[config.mk]
export PLATFORM = sky130hd
export DESIGN_NAME = ahblite_busmatrix_inputstage
export DESIGN_NICKNAME = d
export VERILOG_FILES = /design/src/rtl/ahblite_busmatrix_pkg.sv /design/src/rtl/ahblite_busmatrix_inputstage.sv
export SDC_FILE = /design/constraint.sdc
export NUM_CORES = 1
export LEC_CHECK = 0
export BUFFER_PORTS_ARGS = -buffer_cell sky130_fd_sc_hd__buf_2
export CORE_ASPECT_RATIO = 0.6
export CORE_MARGIN = 2
export CORE_UTILIZATION = 30
export DETAILED_ROUTE_END_ITERATION = 10
export GPL_ROUTABILITY_DRIVEN = 0
export GPL_TIMING_DRIVEN = 0
export PLACE_DENSITY = 0.58
export SETUP_SLACK_MARGIN = 0.05
export SLEW_MARGIN = 20
export SYNTH_ARGS = -nofsm -noshare
export SYNTH_HDL_FRONTEND = slang
export SYNTH_SLANG_ARGS = --single-unit
[constraint.sdc]
create_clock -name HCLK -period 1.76 [get_ports HCLK]
set_clock_uncertainty 0.1 [all_clocks]
set_input_delay 0.176 -clock HCLK [delete_from_list [all_inputs] [get_ports HCLK]]
set_output_delay 0.176 -clock HCLK [all_outputs]
set_load 0.1 [all_outputs]
[src/rtl/ahblite_busmatrix_pkg.sv]
// Shared bus-matrix definitions: AHB transfer encodings, response codes and
// the address-phase bundle used by the input and output stages.
package ahblite_busmatrix_pkg;

  typedef enum logic [1:0] {
    HTRANS_IDLE   = 2'b00,
    HTRANS_BUSY   = 2'b01,
    HTRANS_NONSEQ = 2'b10,
    HTRANS_SEQ    = 2'b11
  } htrans_e;

  localparam logic HRESP_OKAY  = 1'b0;
  localparam logic HRESP_ERROR = 1'b1;

  // Address-phase fields that must survive a stall. HTRANS is not kept:
  // a held transfer is always re-presented as NONSEQ.
  typedef struct packed {
    logic        hsel;
    logic [31:0] haddr;
    logic        hwrite;
    logic [2:0]  hsize;
    logic [2:0]  hburst;
    logic [3:0]  hprot;
  } addr_phase_t;

  // NONSEQ and SEQ both carry a real transfer; IDLE and BUSY do not.
  function automatic logic trans_is_active(input logic [1:0] htrans);
    return htrans[1];
  endfunction

endpackage

[src/rtl/ahblite_busmatrix_inputstage.sv]
// Bus-matrix input stage: registers a master's address phase when no output
// stage can take it immediately, and stalls the master until it is accepted.
module ahblite_busmatrix_inputstage
  import ahblite_busmatrix_pkg::*;
(
  input  logic        HCLK,
  input  logic        HRESETn,
  input  logic        HSEL,
  input  logic [31:0] HADDR,
  input  logic [1:0]  HTRANS,
  input  logic        HWRITE,
  input  logic [2:0]  HSIZE,
  input  logic [2:0]  HBURST,
  input  logic [3:0]  HPROT,
  input  logic        HREADY,
  output logic        HREADYOUT,
  output logic        HRESP,
  output logic        HSEL_IS,
  output logic [31:0] HADDR_IS,
  output logic [1:0]  HTRANS_IS,
  output logic        HWRITE_IS,
  output logic [2:0]  HSIZE_IS,
  output logic [2:0]  HBURST_IS,
  output logic [3:0]  HPROT_IS,
  output logic        TRANS_HOLD,
  input  logic        ACTIVE_OS,
  input  logic        HREADY_OS,
  input  logic        HREADYOUT_DEC,
  input  logic        HRESP_DEC
);

  addr_phase_t live_ap;
  addr_phase_t hold_q, hold_d;
  logic        hold_valid_q, hold_valid_d;
  logic        data_phase_q, data_phase_d;
  logic        new_trans;
  logic        accepted;

  assign live_ap = '{hsel: HSEL, haddr: HADDR, hwrite: HWRITE,
                     hsize: HSIZE, hburst: HBURST, hprot: HPROT};

  assign new_trans = HSEL & trans_is_active(HTRANS) & HREADY;
  assign accepted  = ACTIVE_OS & HREADY_OS;

  // Next-state for the hold register and the data-phase tracker.
  always_comb begin
    // NOTE: every signal gets a default first so no path leaves it unassigned
    // and infers a latch.
    hold_d       = hold_q;
    hold_valid_d = hold_valid_q;
    data_phase_d = data_phase_q;

    // Acceptance wins: a held transfer is released; a live one never needs
    // holding. While holding, HREADYOUT=0 keeps new_trans low.
    if (accepted) begin
      hold_valid_d = 1'b0;
    end else if (new_trans) begin
      hold_valid_d = 1'b1;
      hold_d       = live_ap;
    end

    // An acceptance always opens a data phase, even when the previous one
    // completes on the same edge, so back-to-back transfers see no bubble.
    if (accepted) begin
      data_phase_d = 1'b1;
    end else if (HREADYOUT_DEC) begin
      data_phase_d = 1'b0;
    end
  end

  // State registers.
  always_ff @(posedge HCLK or negedge HRESETn) begin
    if (!HRESETn) begin
      hold_valid_q <= 1'b0;
      data_phase_q <= 1'b0;
      // NOTE: the hold payload is reset too, although it is only observed
      // while hold_valid_q=1; this keeps it free of X after reset.
      hold_q       <= '0;
    end else begin
      // NOTE: non-blocking assignments so every register samples the values
      // from before this edge, independent of statement order.
      hold_valid_q <= hold_valid_d;
      data_phase_q <= data_phase_d;
      hold_d_load();
    end
  end

  // Split out so the payload load reads as a single intent in the block above.
  task automatic hold_d_load();
    hold_q <= hold_d;
  endtask

  // Address phase to the output stages: held copy while stalled, live otherwise.
  always_comb begin
    if (hold_valid_q) begin
      HSEL_IS   = hold_q.hsel;
      HADDR_IS  = hold_q.haddr;
      HTRANS_IS = HTRANS_NONSEQ;
      HWRITE_IS = hold_q.hwrite;
      HSIZE_IS  = hold_q.hsize;
      HBURST_IS = hold_q.hburst;
      HPROT_IS  = hold_q.hprot;
    end else begin
      HSEL_IS   = HSEL;
      HADDR_IS  = HADDR;
      HTRANS_IS = HTRANS;
      HWRITE_IS = HWRITE;
      HSIZE_IS  = HSIZE;
      HBURST_IS = HBURST;
      HPROT_IS  = HPROT;
    end
  end

  // Master-side handshake: stall while holding, otherwise reflect the slave
  // during a data phase.
  always_comb begin
    if (hold_valid_q) begin
      HREADYOUT = 1'b0;
    end else if (data_phase_q) begin
      HREADYOUT = HREADYOUT_DEC;
    end else begin
      HREADYOUT = 1'b1;
    end
    HRESP      = data_phase_q ? HRESP_DEC : HRESP_OKAY;
    TRANS_HOLD = hold_valid_q | new_trans;
  end

endmodule

==> summary.txt <==
count of distinct cell types in the synthesized netlist: 15
Power per Cell Area: 1270 mW/mm^2
detailed-route via count: 1649
cells along the critical path: buf_6 > buf_12 > mux2_2 > buf_6
gate family responsible for the most delay along the worst path: buffers and inverters
violations in the final reports: setup timing
Worst path max stage delay: 0.42 ns
maximum root-to-sink buffer count: 2
peak ir drop on the vdd network: 0.626 mV
sequential fraction of the synthesis area: 47.4%
peak fanout along the critical path: 10
number of H-tree levels: 2
dpl cell area: 0.00309 sq mm
DIE AREA: 0.00886 sq mm
clock insertion delay at the later pin of the skew report: 0.28 ns
count of inserted antenna diode cells: 0
path category of the worst min-delay check: input port to flip-flop
startpoint type of the worst setup path: flip-flop
commonest non-fill, non-tap cell in the layout: buf_2
clock root cell: clkbuf_16
initial standard-cell utilization of the core: 30.9%
Cell Count, Final, Fillers Out: 378
count of final hold-check violations: 0
CTS tree: done
portion of the clock cycle consumed by the worst path in the final layout: 102%
mux contribution to synthesized area: 46.3%
HPWL Detailed: 3680 um
sinks on the clock net: 46
basic-gate share of the synthesized area counting and, or, nand and nor cells: 2.32%
Worst Tran Pin Value: 0.588 ns
DRC: 0
commonest cells after routing, fill and taps aside: buf_2 (54), mux2_4 (46), dfrtp_1 (45)
Final setup violation count: 23
row count: 25
Placeable Area: 0.00785 sq mm
setup repair after global routing missed its margin: yes
cell type with the highest aggregate area in the netlist: dfrtp_1
nets: 323
xor/xnor share of the synthesized area: 0%
number of buffers created by CTS: 5
number of antenna-violating nets in the routed design: 0
maximum number of pins on one net before global-route repair: 47
Crit. End Element: primary output
Adder-Cell Fraction of Synth Area: 0%
share of cells above drive strength 1: 79.6%
post-synthesis instance total: 154
most frequent CP cell: buf_6
count of placed standard cells including taps: 363
IO Pins: 102
synthesized-area fraction occupied by ao, oa, aoi and oai cells: 0.772%
Achievable Freq: 555 MHz
clk slew on worst S/H paths: 0.06 ns
worst relative slew slack: 60.8%
Arrival @ worst endpoint: 1.52 ns
total wire length: 5660 um
Area contributors post-synth: dfrtp_1 (47%), mux2_4 (24%), mux2_2 (22%)
remaining global-route overflow: 0
starting DRC count in detailed routing: 23
dominant combinational cell family by area after synthesis: multiplexers
fraction of synthesized cell area taken by the top area cell type: 47.4%
floorplan die width: 120 um
detail-routed via count per cell: 4.36
class of the most critical setup path: flip-flop to primary output
synthesized net count: 207
worst path required time: 1.48 ns
overall routing resource usage: 12.8%
Pleak: 1.83 nW
# port buffers: 101
sum of negative setup slack: -0.599 ns
number of synthesis warnings: 0
final cell area excluding filler cells: 0.00367 sq mm
initial antenna violation count: 0
max-slew violations: 0
wire length of the first global-routing pass: 8710 um
area added between synthesis and finish: 50.9%
number of global-route vias before repair: 1622
Max stage delay cell, worst path: dfrtp_2
mean cell area of the mapped netlist: 15.8 sq um
Routed WL per cell: 15.0 um
buffering stage count on the worst path with inverters included: 3
final worst-path setup slack: -0.0403 ns
final-layout fill cell count: 720
run status: complete, but fails checks
number of iterations in the first detailed-routing pass: 2
synthesized cell area: 0.00243 sq mm
Max-cap violations: 0
Final min period: 1.80 ns
DIE HEIGHT: 73.7 um
flops & latches, synth: 46
## per-layer routing
| layer | part of all wire (%) | track usage (%) | vias to the layer above |
|---|---|---|---|
| li1 | - | - | 787 |
| met1 | 52 | 18.8 | 801 |
| met2 | 42 | 18.4 | 59 |
| met3 | 6.3 | 4.19 | 2 |
| met4 | 0.34 | 2.35 | 0 |
| met5 | 0 | 0 | - |
## what timing repair did
item / CTS / global route
hold buffers: 0 / 1
endpoints found under the hold margin: 0 / 46
cloned: 2 / 0
endpoints found under the setup margin: 48 / 39
resized for setup: 88 / 29
buffers inserted: 0 / 5
pin swaps: 0 / 0
## where the power goes
| group | internal (mW) | switching [mW] |
|---|---|---|
| Sequential | 1.28 | 0.117 |
| Combinational | 0.860 | 1.51 |
| Clock | 0.520 | 0.360 |
## state kept, by name, indices dropped and copies added (netlist names)
register	flops
data_phase_q	1
hold_valid_q	1
hold_q	44
## worst reg2reg max path: stages, from the launching register on
cell and delay [ns]:
dfrtp_2 0.45, buf_2 0.18, a31o_2 0.24, and2_1 0.13
## worst paths after layout
path / from / endpoint / slack [ns] / cells past startpoint
worst max-delay path: hold_valid_q / HPROT_IS[2] / -0.04 / 4
worst min-delay path: HREADYOUT_DEC / data_phase_q / 0.01 / 2
worst max register to register: hold_valid_q / hold_valid_q / 0.56 / 3
worst min register to register: hold_q[43] / hold_q[43] / 0.38 / 1
max in group asynchronous: HRESETn / hold_valid_q / 0.77 / 2
min in group asynchronous: HRESETn / hold_q[21] / 0.37 / 2
## metrics by stage
step | hold WS, ns | util (%) | power, mW | setup slack, ns
2_1_floorplan | -0.220 | - | 3.20 | 0.125
3_3_place_gp | 0.296 | 39.3 | 3.44 | -0.180
3_5_place_dp | 0.305 | 39.3 | 3.45 | -0.189
4_1_cts | 0.00731 | 44.5 | 4.58 | -0.0945
5_1_grt | 0.00379 | 46.7 | 4.83 | -0.0873
6_report | 0.0145 | 46.7 | 4.65 | -0.0403
## cell families after synthesis
| group | Yosys count |
|---|---|
| AO/OA/AOI/OAI | 3 |
| buffers and inverters | 11 |
| flip-flops | 46 |
| multiplexers | 87 |
| AND/OR/NAND/NOR | 7 |
## Yosys cell counts
library cell,n
mux2_2,48
dfrtp_1,46
mux2_4,39
buf_2,5
buf_6,4
and2_1,2
inv_1,2
a21oi_1,1
a31o_2,1
nand2_1,1
nand2b_1,1
nand4_4,1
nor2b_1,1
o21ai_0,1
or2_2,1
## cell type report
type,count,area [sq um],share of cell area [%]
clock buffers,7,133,3.62
flip-flops and latches,46,1150,31.4
plain buffers,9,119,3.24
well taps,108,135,3.69
repair buffers,109,873,23.8
inverters,2,7.51,0.205
multi-input cells,97,1250,34.0
Note: power is estimated with default switching activity, not from simulation.
